==> config.mk <==
export PLATFORM = sky130hd
export DESIGN_NAME = cache_mem_ctrl
export DESIGN_NICKNAME = d
export VERILOG_FILES = /design/src/rtl/cache_pkg.sv /design/src/rtl/cache_wbuf.sv /design/src/rtl/cache_mem_ctrl.sv
export SDC_FILE = /design/constraint.sdc
export NUM_CORES = 1
export LEC_CHECK = 0
export BUFFER_PORTS_ARGS = -buffer_cell sky130_fd_sc_hd__buf_4
export CORE_ASPECT_RATIO = 2
export CORE_MARGIN = 2
export CORE_UTILIZATION = 52
export DETAILED_ROUTE_END_ITERATION = 8
export PLACE_DENSITY = 0.88
export SLEW_MARGIN = 20
export SYNTH_ARGS = -nofsm -noshare
export SYNTH_HDL_FRONTEND = slang
export SYNTH_SLANG_ARGS = --single-unit
==> constraint.sdc <==
create_clock -name clk -period 2.1 [get_ports clk]
set_input_delay 0.21 -clock clk [delete_from_list [all_inputs] [get_ports clk]]
set_output_delay 0.21 -clock clk [all_outputs]
set_load 0.01 [all_outputs]
==> src/rtl/cache_pkg.sv <==
// Shared types for the cache memory-side sequencer: FSM states, write-buffer
// entry layout and block alignment helper.
package cache_pkg;

    localparam int unsigned CACHE_ADDR_BITS = 32;
    localparam int unsigned CACHE_DATA_BITS = 32;

    typedef enum logic [2:0] {
        S_IDLE,
        S_DRAIN,
        S_REQ,
        S_WAIT,
        S_DONE
    } ctrl_state_t;

    typedef struct packed {
        logic [CACHE_ADDR_BITS-1:0] addr;
        logic [CACHE_DATA_BITS-1:0] data;
    } wbuf_entry_t;

    // block_bits is a power of two, so clearing the low bits aligns the address
    function automatic logic [CACHE_ADDR_BITS-1:0] block_base(
        input logic [CACHE_ADDR_BITS-1:0] addr,
        input int unsigned                block_bits
    );
        logic [CACHE_ADDR_BITS-1:0] mask;
        mask = CACHE_ADDR_BITS'(block_bits - 1);
        return addr & ~mask;
    endfunction

endpackage

==> src/rtl/cache_wbuf.sv <==
// Write-through buffer: synchronous FIFO of address/data entries, drained in
// order towards memory.
module cache_wbuf
    import cache_pkg::*;
#(
    parameter int unsigned DEPTH = 4
) (
    input  logic        clk,
    input  logic        reset_n,
    input  logic        push,
    input  wbuf_entry_t push_entry,
    input  logic        pop,
    output logic        full,
    output logic        empty,
    output logic        one_left,
    output wbuf_entry_t head
);

    localparam int unsigned PTR_W = $clog2(DEPTH);

    wbuf_entry_t        store_q [DEPTH];
    logic [PTR_W-1:0]   wr_ptr;
    logic [PTR_W-1:0]   rd_ptr;
    logic [PTR_W:0]     count;

    always_ff @(posedge clk or negedge reset_n) begin
        if (!reset_n) begin
            for (int unsigned i = 0; i < DEPTH; i++) begin
                store_q[i] <= '0;
            end
            wr_ptr <= '0;
            rd_ptr <= '0;
            count  <= '0;
        end else begin
            if (push) begin
                store_q[wr_ptr] <= push_entry;
                wr_ptr          <= wr_ptr + PTR_W'(1);
            end
            if (pop) begin
                rd_ptr <= rd_ptr + PTR_W'(1);
            end
            if (push && !pop) begin
                count <= count + (PTR_W+1)'(1);
            end else if (pop && !push) begin
                count <= count - (PTR_W+1)'(1);
            end
        end
    end

    assign full     = (count == (PTR_W+1)'(DEPTH));
    assign empty    = (count == '0);
    assign one_left = (count == (PTR_W+1)'(1));
    assign head     = store_q[rd_ptr];

endmodule

==> src/rtl/cache_mem_ctrl.sv <==
// Memory-side sequencer: drains buffered write-throughs, then bursts the word
// reads of a missed block and presents the assembled block for one cycle.
module cache_mem_ctrl
    import cache_pkg::*;
#(
    parameter int unsigned RAM_ADDRESS_BITS = CACHE_ADDR_BITS,
    parameter int unsigned DATA_BITS        = CACHE_DATA_BITS,
    parameter int unsigned BLOCK_BITS       = 2,
    parameter int unsigned WBUF_DEPTH       = 4
) (
    input  logic                                  clk,
    input  logic                                  reset_n,
    input  logic [RAM_ADDRESS_BITS-1:0]           prop_address,
    input  logic                                  prop_read_en,
    input  logic [DATA_BITS-1:0]                  prop_write_data,
    input  logic                                  prop_write_en,
    output logic                                  busy,
    output logic                                  ram_valid,
    output logic [BLOCK_BITS-1:0][DATA_BITS-1:0]  ram_data,
    output logic [RAM_ADDRESS_BITS-1:0]           mem_address,
    output logic                                  mem_read_en,
    output logic                                  mem_write_en,
    output logic [DATA_BITS-1:0]                  mem_write_data,
    input  logic                                  mem_ready,
    input  logic                                  mem_rvalid,
    input  logic [DATA_BITS-1:0]                  mem_rdata
);

    localparam int unsigned CNT_W = (BLOCK_BITS > 1) ? $clog2(BLOCK_BITS) : 1;
    localparam logic [CNT_W-1:0] LAST_BEAT = CNT_W'(BLOCK_BITS - 1);

    ctrl_state_t                 state, state_nx;
    logic [RAM_ADDRESS_BITS-1:0] base;
    logic [CNT_W-1:0]            req_cnt;
    logic [CNT_W-1:0]            rsp_cnt;

    logic        wbuf_push, wbuf_pop, wbuf_full, wbuf_empty, wbuf_one;
    wbuf_entry_t wbuf_in, wbuf_head;
    logic        rd_accept;

    assign busy      = (state != S_IDLE) | wbuf_full;
    assign rd_accept = prop_read_en & ~busy;
    assign wbuf_push = prop_write_en & ~busy;
    assign wbuf_pop  = mem_write_en & mem_ready;
    assign ram_valid = (state == S_DONE);

    always_comb begin
        wbuf_in      = '0;
        wbuf_in.addr = CACHE_ADDR_BITS'(prop_address);
        wbuf_in.data = CACHE_DATA_BITS'(prop_write_data);
    end

    cache_wbuf #(
        .DEPTH (WBUF_DEPTH)
    ) u_wbuf (
        .clk        (clk),
        .reset_n    (reset_n),
        .push       (wbuf_push),
        .push_entry (wbuf_in),
        .pop        (wbuf_pop),
        .full       (wbuf_full),
        .empty      (wbuf_empty),
        .one_left   (wbuf_one),
        .head       (wbuf_head)
    );

    // Memory requests decode purely from registered state, so they stay stable until accepted
    always_comb begin
        mem_read_en    = (state == S_REQ);
        mem_write_en   = ((state == S_IDLE) || (state == S_DRAIN)) && !wbuf_empty;
        mem_address    = '0;
        mem_write_data = '0;
        if (mem_read_en) begin
            mem_address = base | RAM_ADDRESS_BITS'(req_cnt);
        end else if (mem_write_en) begin
            mem_address    = RAM_ADDRESS_BITS'(wbuf_head.addr);
            mem_write_data = DATA_BITS'(wbuf_head.data);
        end
    end

    always_comb begin
        state_nx = state;
        case (state)
            S_IDLE:  if (rd_accept) state_nx = S_DRAIN;
            S_DRAIN: if (wbuf_empty || (wbuf_pop && wbuf_one)) state_nx = S_REQ;
            S_REQ: begin
                if (mem_rvalid && rsp_cnt == LAST_BEAT) begin
                    state_nx = S_DONE;
                end else if (mem_ready && req_cnt == LAST_BEAT) begin
                    state_nx = S_WAIT;
                end
            end
            S_WAIT:  if (mem_rvalid && rsp_cnt == LAST_BEAT) state_nx = S_DONE;
            S_DONE:  state_nx = S_IDLE;
            default: state_nx = S_IDLE;
        endcase
    end

    always_ff @(posedge clk or negedge reset_n) begin
        if (!reset_n) begin
            state    <= S_IDLE;
            base     <= '0;
            req_cnt  <= '0;
            rsp_cnt  <= '0;
            ram_data <= '0;
        end else begin
            state <= state_nx;
            if (rd_accept) begin
                base    <= RAM_ADDRESS_BITS'(block_base(CACHE_ADDR_BITS'(prop_address), BLOCK_BITS));
                req_cnt <= '0;
                rsp_cnt <= '0;
            end
            if (state == S_REQ && mem_ready) begin
                req_cnt <= req_cnt + CNT_W'(1);
            end
            if ((state == S_REQ || state == S_WAIT) && mem_rvalid) begin
                ram_data[rsp_cnt] <= mem_rdata;
                rsp_cnt           <= rsp_cnt + CNT_W'(1);
            end
        end
    end

endmodule

==> reports/results.tsv <==
metric	value	unit
LEAKAGE	10.84	nW
fill cell count	1770	
run status	finished, violations left	
startpoint types	flop	
cell internal pwr	0.02582	W
die height	259.7	microns
Root Buffer	clkbuf_16	
Die Wd	131.8	microns
Hold Crit Class	in -> async	
first-pass GRT wire length	72.15	mm
post-synthesis sequential area ratio	53.44	%
Slew Limit Fails	0	
Worst VDD drop	1.155	mV
Crit Path Class	reg -> out	
total I/O pin count	234	
clock buffer depth	3	
PwrDens	1623	mW/mm^2
worst path required time	1.89	ns
placed wire-length estimate	25.63	mm
crit path max fanout	6	
Synth Net Count	1080	
WP data arrival	2.27	ns
layout cells sized above 1	61.97	%
Rel. slew slack	66.47	%
fmax	0.4025	GHz
synthesized flop and latch total	363	
endpoints failing setup	358	
register area	0.009091	sq mm
All-Layer GR Usage	27.57	%
Vias	11020	
largest net degree at the start of global routing	82	
Logic pwr share	49.2	%
final WL	52.94	mm
Syn Area/Cell	17.54	sq um
Post-DRT Antenna Nets	0	
Switch Pwr	0.01254	W
actual slew at the worst max-slew pin	0.5030	ns
footprint of the multi-input gates	0.007462	sq mm
worst clock skew	0.01874	ns
Main synth FF type	dfrtp_1	
Area Overhead vs Synth	39.03	%
DRC viols	0	
EDFF count, synth	0	
FP Rows	93	
post-route cell area	0.02363	sq mm
Cell variety after synth	34	
IO buf count	233	
min Tclk post-route	2.485	ns
clk slew on worst S/H paths	0.07	ns
yosys warns	0	
Sw Ratio	32.69	%
worst-skew pair later-pin latency	0.54	ns
top cells by area, synth	dfrtp_1 (53%), mux2_4 (21%), mux4_2 (8.5%)	
Placed Area	0.01937	sq mm
Worst Setup SP	u_wbuf.rd_ptr[0]	
DRT iter0 DRCs	964	
post-synth top area share	53.44	%
CTS Sinks	363	
Core Area	0.03223	sq mm
# H-tree levels	2	
routed len/inst	28.30	microns
final hold viol count	0	
CP Capture Type	primary output	
Clk network pwr share	17.2	%
gpl congestion	0.7935	
failing checks	setup timing	
DRT Pass-1 Iters	5	
Post-layout nets	1527	
initial antenna violation count	2	
MaxCap Viol Count	0	
Synth area leader	dfrtp_1	
CTS Buf Count	34	
crit share post-route	118.3	%
vias in the first global route	11910	
RSZ-0062 raised after global routing	true	
hold_ws	0.1238	ns
Reg power frac	33.6	%
GRT overflow	0	
post-synthesis cell area	0.01700	sq mm
Post-Synthesis Cells	969	
initial core utilization	52.73	%
total die area	0.03424	sq mm
Setup WS post-layout	-0.3847	ns
Synth async-reset ratio	100.0	%
worst r2r src	u_wbuf.count[1]	
Via-to-Cell Ratio	5.887	
CTS tree	yes	
cell usage after synthesis, types with 8 or more instances:
cell	n
nand2_1	9
mux2_4	240
ha_1	9
inv_1	8
buf_2	18
dfrtp_1	363
and2_1	32
clkbuf_1	14
a22o_1	32
mux4_2	64
buf_12	24
mux2_2	111
cell type report:
type / count / area share, %
diodes: 3 / 0.03177
clock inverters: 8 / 0.4077
repair buffers: 473 / 22.56
flip-flops and latches: 363 / 38.47
well taps: 427 / 2.261
clock buffers: 53 / 4.553
inverters: 8 / 0.1377
multi-input cells: 536 / 31.58
registers in the layout, summed over array words and instances (netlist names):
name,count
u_wbuf.store_q,256
ram_data,64
rsp_cnt,1
u_wbuf.rd_ptr,2
state,3
req_cnt,1
u_wbuf.count,3
u_wbuf.wr_ptr,2
base,31
per-stage QoR:
stage                     cells  total power, W  TNS (ns)  setup slack [ns]  utilization (%)
after floorplan             969         0.02166         0           0.03612                -
after global placement     1618         0.02649         0           0.02209            60.09
after detailed placement   1618         0.02708   -0.6740          -0.03743            60.09
after CTS                  1832         0.03634    -39.90           -0.3331            70.97
after global routing       1870         0.03966   -110.34           -0.4236            73.31
final                      1871         0.03836    -84.38           -0.3847            73.32
power by group through the flow:
stage / clock network, W / registers, W / logic [W]
after floorplan: 0 / 0.0121 / 0.00960
after global placement: 0 / 0.0123 / 0.0142
after CTS: 0.00657 / 0.0124 / 0.0173
after detailed placement: 0 / 0.0125 / 0.0146
after global routing: 0.00693 / 0.0131 / 0.0196
final: 0.00662 / 0.0129 / 0.0189
per-layer routing:
metal / routed length [microns] / track usage [%] / vias up
met3: 3234 / 5.244 / 202
met5: 0 / 0 / -
met4: 3856 / 15.04 / 0
met1: 18240 / 31.71 / 5752
li1: - / - / 4454
met2: 27610 / 48.57 / 607
layout by cell type (no fill, tap or decap), types with 2 or more instances in the layout:
master / Yosys / final
o21ai_0: 5 / 3
mux2_2: 111 / 95
inv_1: 8 / 4
o21ai_1: 0 / 2
dfrtp_4: 0 / 2
buf_8: 0 / 7
clkinv_2: 0 / 4
clkbuf_1: 14 / 7
clkbuf_16: 0 / 50
buf_16: 0 / 19
nand2_1: 9 / 8
nor2_2: 0 / 2
bufinv_16: 0 / 2
xnor2_1: 5 / 5
and2_1: 32 / 8
a22o_1: 32 / 29
ha_4: 0 / 2
buf_12: 24 / 49
inv_2: 0 / 3
buf_6: 5 / 69
mux4_2: 64 / 64
and2_4: 0 / 24
mux2_4: 240 / 256
dlygate4sd3_1: 0 / 99
nand3_1: 5 / 5
clkbuf_8: 0 / 9
buf_4: 0 / 217
diode_2: 0 / 3
dfrtp_1: 363 / 361
a22o_4: 0 / 3
and3_4: 0 / 5
ha_1: 9 / 7
repair_timing:
item | in CTS | in global routing
endpoints found under the hold margin | 685 | 0
cloned | 19 | 16
gates resized for setup | 113 | 72
hold buffers | 99 | 0
setup buffers | 35 | 26
setup endpoints to repair | 160 | 355
pin swaps | 18 | 22
kinds of logic after synthesis:
logic type / Yosys count / synth area share, %
AOI/OAI and AO/OA: 45 / 2.282
buffers and inverters: 71 / 4.218
adders and majority gates: 9 / 0.6625
muxes: 416 / 37.09
xor gates and xnor gates: 6 / 0.3092
DFF: 363 / 53.44
and+or+nand+nor: 59 / 1.995
worst max-delay path, cell delays in order (launching register included):
cell     delay, ns
dfrtp_4       0.45
buf_4         0.20
buf_16        0.15
mux4_2        0.52
a22o_4        0.26
buf_4         0.15
path summary, 6_finish.rpt:
check,end,slack [ns],cells after the start
setup / recovery,mem_address[25],-0.38,5
hold / removal,base[10],0.12,2
setup reg to reg,u_wbuf.store_q[13],-0.34,11
hold reg to reg,base[21],0.50,1
max in group asynchronous,u_wbuf.rd_ptr[1],1.09,3
min in group clk,state[1],0.14,4
Power figures use the tool's default switching activity.
